`src/rtl/cond_eval.sv`:
```
`default_nettype none
// ============================================================================
//  Module   : cond_eval
//  Purpose  : Architectural flag register [Z,C,N,V] fed by the ALU, plus an
//             ARM condition-code evaluator for the next instruction. The
//             pass/fail result is registered into a one-entry valid/ready
//             output stage with the request's tag.
//  Ports    : clk, rst            - clock, synchronous active-high reset
//             flags_in, flags_we  - ALU flags (bit0=Z,1=C,2=N,3=V) and write
//             in_valid/in_ready   - request handshake (in_cond, in_tag)
//             out_valid/out_ready - result handshake (out_pass, out_tag)
//             flags_q             - current flag register
//  Options  : COND_EVAL_STATS_EN adds stats_clr, pass_cnt[15:0], fail_cnt[15:0]
//  Revision : 1.0 - initial release
// ============================================================================
module cond_eval #(
   parameter int unsigned TAG_W           = 5,
   parameter bit          CARRY_IS_BORROW = 1'b1
) (
   input  logic             clk,
   input  logic             rst,
   input  logic [3:0]       flags_in,
   input  logic             flags_we,
   input  logic             in_valid,
   output logic             in_ready,
   input  logic [3:0]       in_cond,
   input  logic [TAG_W-1:0] in_tag,
   output logic             out_valid,
   input  logic             out_ready,
   output logic             out_pass,
   output logic [TAG_W-1:0] out_tag,
   output logic [3:0]       flags_q
`ifdef COND_EVAL_STATS_EN
   ,
   input  logic             stats_clr,
   output logic [15:0]      pass_cnt,
   output logic [15:0]      fail_cnt
`endif
);

   localparam logic [15:0] C_CNT_MAX = 16'hFFFF;

   logic [3:0]       w_eff;
   logic             w_z, w_c, w_n, w_v;
   logic             w_pass;
   logic             w_accept;
   logic             valid_q, valid_d;
   logic             pass_q,  pass_d;
   logic [TAG_W-1:0] tag_q,   tag_d;

   // A flag-setting op in the same cycle is forwarded to the evaluator.
   assign w_eff = flags_we ? flags_in : flags_q;
   assign w_z   = w_eff[0];
   // Borrow-style carry is inverted so CS/CC/HI/LS keep ARM semantics.
   assign w_c   = w_eff[1] ^ CARRY_IS_BORROW;
   assign w_n   = w_eff[2];
   assign w_v   = w_eff[3];

   always_comb begin
      w_pass = 1'b0;
      case (in_cond)
         4'h0:    w_pass = w_z;
         4'h1:    w_pass = ~w_z;
         4'h2:    w_pass = w_c;
         4'h3:    w_pass = ~w_c;
         4'h4:    w_pass = w_n;
         4'h5:    w_pass = ~w_n;
         4'h6:    w_pass = w_v;
         4'h7:    w_pass = ~w_v;
         4'h8:    w_pass = w_c & ~w_z;
         4'h9:    w_pass = ~w_c | w_z;
         4'hA:    w_pass = (w_n == w_v);
         4'hB:    w_pass = (w_n != w_v);
         4'hC:    w_pass = ~w_z & (w_n == w_v);
         4'hD:    w_pass = w_z | (w_n != w_v);
         4'hE:    w_pass = 1'b1;
         default: w_pass = 1'b0;
      endcase
   end

   // The stage can take a new request when empty or being drained this cycle.
   assign in_ready = ~valid_q | out_ready;
   assign w_accept = in_valid & in_ready;

   always_comb begin
      valid_d = valid_q;
      pass_d  = pass_q;
      tag_d   = tag_q;
      if (w_accept) begin
         valid_d = 1'b1;
         pass_d  = w_pass;
         tag_d   = in_tag;
      end else if (out_ready) begin
         // Payload is left in place; only the valid bit drops.
         valid_d = 1'b0;
      end
   end

   always_ff @(posedge clk) begin
      if (rst) begin
         flags_q <= 4'b0000;
         valid_q <= 1'b0;
         pass_q  <= 1'b0;
         tag_q   <= '0;
      end else begin
         if (flags_we) begin
            flags_q <= flags_in;
         end
         valid_q <= valid_d;
         pass_q  <= pass_d;
         tag_q   <= tag_d;
      end
   end

   assign out_valid = valid_q;
   assign out_pass  = pass_q;
   assign out_tag   = tag_q;

`ifdef COND_EVAL_STATS_EN
   logic [15:0] pass_cnt_q;
   logic [15:0] fail_cnt_q;

   // Saturating counters of evaluated results; clear beats increment.
   always_ff @(posedge clk) begin
      if (rst || stats_clr) begin
         pass_cnt_q <= 16'd0;
         fail_cnt_q <= 16'd0;
      end else if (w_accept) begin
         if (w_pass) begin
            if (pass_cnt_q != C_CNT_MAX) pass_cnt_q <= pass_cnt_q + 16'd1;
         end else begin
            if (fail_cnt_q != C_CNT_MAX) fail_cnt_q <= fail_cnt_q + 16'd1;
         end
      end
   end

   assign pass_cnt = pass_cnt_q;
   assign fail_cnt = fail_cnt_q;
`else
   // Statistics disabled: the saturation limit has no consumer.
   logic w_unused_cnt_max;
   assign w_unused_cnt_max = ^C_CNT_MAX;
`endif

endmodule
`default_nettype wire

```
`config.mk`:
```
export PLATFORM = sky130hd
export DESIGN_NAME = cond_eval
export DESIGN_NICKNAME = d
export VERILOG_FILES = /design/src/rtl/cond_eval.sv
export SDC_FILE = /design/constraint.sdc
export NUM_CORES = 1
export LEC_CHECK = 0
export BUFFER_PORTS_ARGS = -buffer_cell sky130_fd_sc_hd__buf_4
export CAP_MARGIN = 30
export CORE_MARGIN = 2
export CORE_UTILIZATION = 43
export DETAILED_ROUTE_END_ITERATION = 7
export PLACE_DENSITY = 0.8
export SLEW_MARGIN = 20
export SYNTH_ARGS = -nofsm -noshare
export SYNTH_HDL_FRONTEND = slang
export SYNTH_SLANG_ARGS = --single-unit
```
`constraint.sdc`:
```
create_clock -name clk -period 1.84 [get_ports clk]
set_input_delay 0.184 -clock clk [delete_from_list [all_inputs] [get_ports clk]]
set_output_delay 0.184 -clock clk [all_outputs]
set_load 0.02 [all_outputs]
```
==> summary.txt <==
Placed design
  – Half-perimeter wire length after detailed placement: 1110 um
  – Dpl cell area: 826 sq um
  – Number of input and output port buffers inserted: 29
  – Weighted congestion at the end of routability-driven global placement: 0.794

STA
  – Highest achievable clock rate: 611 MHz
  – Final setup violation count: 0
  – Total Neg Setup Slack: 0 ns
  – Final period demand of the worst path: 1.64 ns
  – Normalized max-slew margin: 0.816
  – Least-Margin Pin Slew: 0.275 ns
  – Part of the cycle the worst path needs: 0.890
  – Skew final: 0.00248 ns
  – Final Hold Vio Count: 0
  – Max Slew Vio Count: 0
  – Unrepaired setup endpoints after global routing: false

Floorplan
  – Width of the die: 41.7 um
  – Die footprint: 0.00174 sq mm
  – Die Height: 41.7 um
  – Number of rows in the core area: 13
  – Count of boundary I/O pins: 30
  – Core box area: 0.00132 sq mm
  – Effective utilization at floorplan: 0.464

Setup path
  – CP Max Fanout: 4
  – Critical path data arrival time: 1.85 ns
  – CP startpoint kind: flip-flop
  – Crit path buf inv count: 0
  – Logic depth of the worst path, buffers included: 5
  – Slowest stage delay, CP: 0.49 ns
  – R2R cell count: 5
  – WP data required: 2.05 ns
  – Type of element capturing the critical path: flip-flop
  – Worst path slowest cell: sky130_fd_sc_hd__mux4_2
  – Cells along the critical path: mux4_2 > a31o_1 > or3_1 > o221ai_1 > a32o_1
  – Setup CP Type: flip-flop to flip-flop
  – Top delay family on crit path: multiplexers

Finish
  – Filler cell count: 122
  – Leading cell types in the layout, fill and taps excluded: 29 x sky130_fd_sc_hd__buf_4, 11 x sky130_fd_sc_hd__dfxtp_1, 9 x sky130_fd_sc_hd__nand2_1
  – Area growth from synthesis to layout: 39.3%
  – Commonest non-fill, non-tap cell in the layout: sky130_fd_sc_hd__buf_4
  – Fraction of layout instances using a drive strength above 1: 0.364
  – Final nets: 118
  – Total non-filler cell area in the finished layout: 852 sq um
  – Antenna diodes: 0

CTS
  – TritonCTS Buffers: 3
  – CTS tree: done
  – Number of H-tree levels: 1
  – Clock Path Buffers: 2
  – Setup Buffers After CTS: 0
  – Reg clk slew, reported paths: 0.07 ns
  – Clk sink count: 11
  – Number of hold-repair buffers added at the cts stage: 0
  – Post_cts resized: 0
  – Clock network latency to the later pin of the worst-skew pair: 0.26 ns
  – Root buf cell: sky130_fd_sc_hd__clkbuf_4

Yosys
  – Most frequently used flop master after synthesis: sky130_fd_sc_hd__dfxtp_1
  – Async set-or-reset flop fraction in the synthesized netlist: 0
  – Number of flops mapped to enable cells by yosys: 0
  – Unique cell type count in the Yosys netlist: 28
  – Number of nets produced by synthesis: 88
  – Sequential-to-total area share from yosys stat: 0.360
  – Synthesis-stage register bit count: 11
  – Cells after synthesis: 70
  – Post-synthesis area per instance: 8.74 sq um
  – Synthesis Warnings: 0
  – Post-Syn Area: 612 sq um

Drt
  – Via count: 613
  – Post-detailed-route via-to-cell ratio: 5.38
  – Top Layer Used: met3
  – Routed met2 length: 736 um
  – Residual antenna-violating net count after detailed routing: 0
  – Post-route met1 wirelength: 578 um
  – Starting DRC count in detailed routing: 18
  – Pre-antenna DRT Iters: 4
  – DRC Markers: 0
  – Amount of wire on met3 after detailed routing: 105 um
  – Detail-routed net length per standard cell: 12.5 um
  – Aggregate routed wire length: 1420 um

Power and ir drop
  – VDD IR max: 0.462 mV
  – Static power due to leakage: 0.388 nW
  – Pint: 419 uW
  – Seq pwr share: 0.450
  – Reported net switching power: 168 uW
  – Proportion of power drawn by combinational gates: 0.275
  – Switching power as a share of total power: 0.286
  – Power density relative to cell area: 689 mW/mm^2
  – Clock power frac: 0.274

GRT
  – Wire length of the first global-routing pass: 2210 um
  – Total global routing overflow: 0
  – Antenna violations before repair: 0
  – Largest net degree at the start of global routing: 12
  – Via count of the first global-routing pass: 532
  – Total global routing track utilization: 0.163

Worst hold path
  – Worst hold-check path type: primary input to flip-flop
  – Cell depth of the worst hold path: 2

Job
  – Number of maximum-capacitance constraint violations: 0

Run status
  – Status: finished clean
area by class of cell:
class	instances	area [sq um]	share of cell area
multi-input combinational	52	358	0.420
clock buffer	4	26.3	0.0308
sequential	11	220	0.258
inverter	3	11.3	0.0132
tap	15	18.8	0.0220
timing repair buffer	29	218	0.256
layer usage:
| layer | vias to the layer above | track usage |
|---|---|---|
| li1 | 312 | - |
| met1 | 273 | 0.176 |
| met2 | 28 | 0.300 |
| met3 | 0 | 0.0304 |
| met4 | 0 | 0.0774 |
| met5 | - | 0 |
final timing paths:
path / start / end / slack, ns
worst min register to register: out_tag[1]$_SDFFE_PP0P_ / out_tag[1]$_SDFFE_PP0P_ / 0.45
worst max register to register: flags_q[2]$_SDFF_PP0_ / out_pass$_SDFFE_PP0P_ / 0.20
worst min-delay path: rst / out_tag[0]$_SDFFE_PP0P_ / 0.16
worst max-delay path: flags_q[2]$_SDFF_PP0_ / out_pass$_SDFFE_PP0P_ / 0.20
cell families (layout without fill, tap and decap cells):
logic type             count (synthesis)  in the layout  share of synthesized area
buffers and inverters                  7             36                     0.0552
AND/OR/NAND/NOR                       26             26                      0.200
XOR/XNOR                               4              4                     0.0573
flip-flops                            11             11                      0.360
AO/OA/AOI/OAI                         15             15                      0.162
multiplexers                           7              7                      0.166
flip-flops by register name (all words and copies together) (netlist names):
signal     flops
out_pass       1
out_valid      1
out_tag        5
flags_q        4
metrics by stage:
stage          total power, mW  setup WS, ns  instances  utilization  hold WS (ns)
2_1_floorplan            0.363         0.194         70            -         0.313
3_3_place_gp             0.429         0.157        110        0.627         0.442
3_5_place_dp             0.431         0.152        110        0.627         0.445
4_1_cts                  0.595         0.212        114        0.647         0.156
5_1_grt                  0.619         0.114        114        0.647         0.166
6_report                 0.587         0.203        114        0.647         0.164
synthesized netlist by cell type (all sizes together), types with 2 or more instances:
cell type   n  area share
o32ai       2       0.029
mux2i       4       0.092
nand3       5       0.041
dfxtp      11        0.36
xor2        3       0.043
nor3        2       0.016
mux2        2       0.037
nand2b      2       0.020
a21oi       7       0.057
clkbuf      3       0.018
nand2       9       0.055
nor2        4       0.025
inv         3       0.018
or3         2       0.020
power groups by stage:
| stage | combinational (mW) | sequential [mW] | clock [mW] |
|---|---|---|---|
| after floorplan | 0.0766 | 0.286 | 0 |
| after global placement | 0.160 | 0.269 | 0 |
| after detailed placement | 0.162 | 0.269 | 0 |
| after CTS | 0.163 | 0.264 | 0.169 |
| after global routing | 0.175 | 0.267 | 0.178 |
| final | 0.162 | 0.264 | 0.161 |
(Power assumes the default switching activity.)
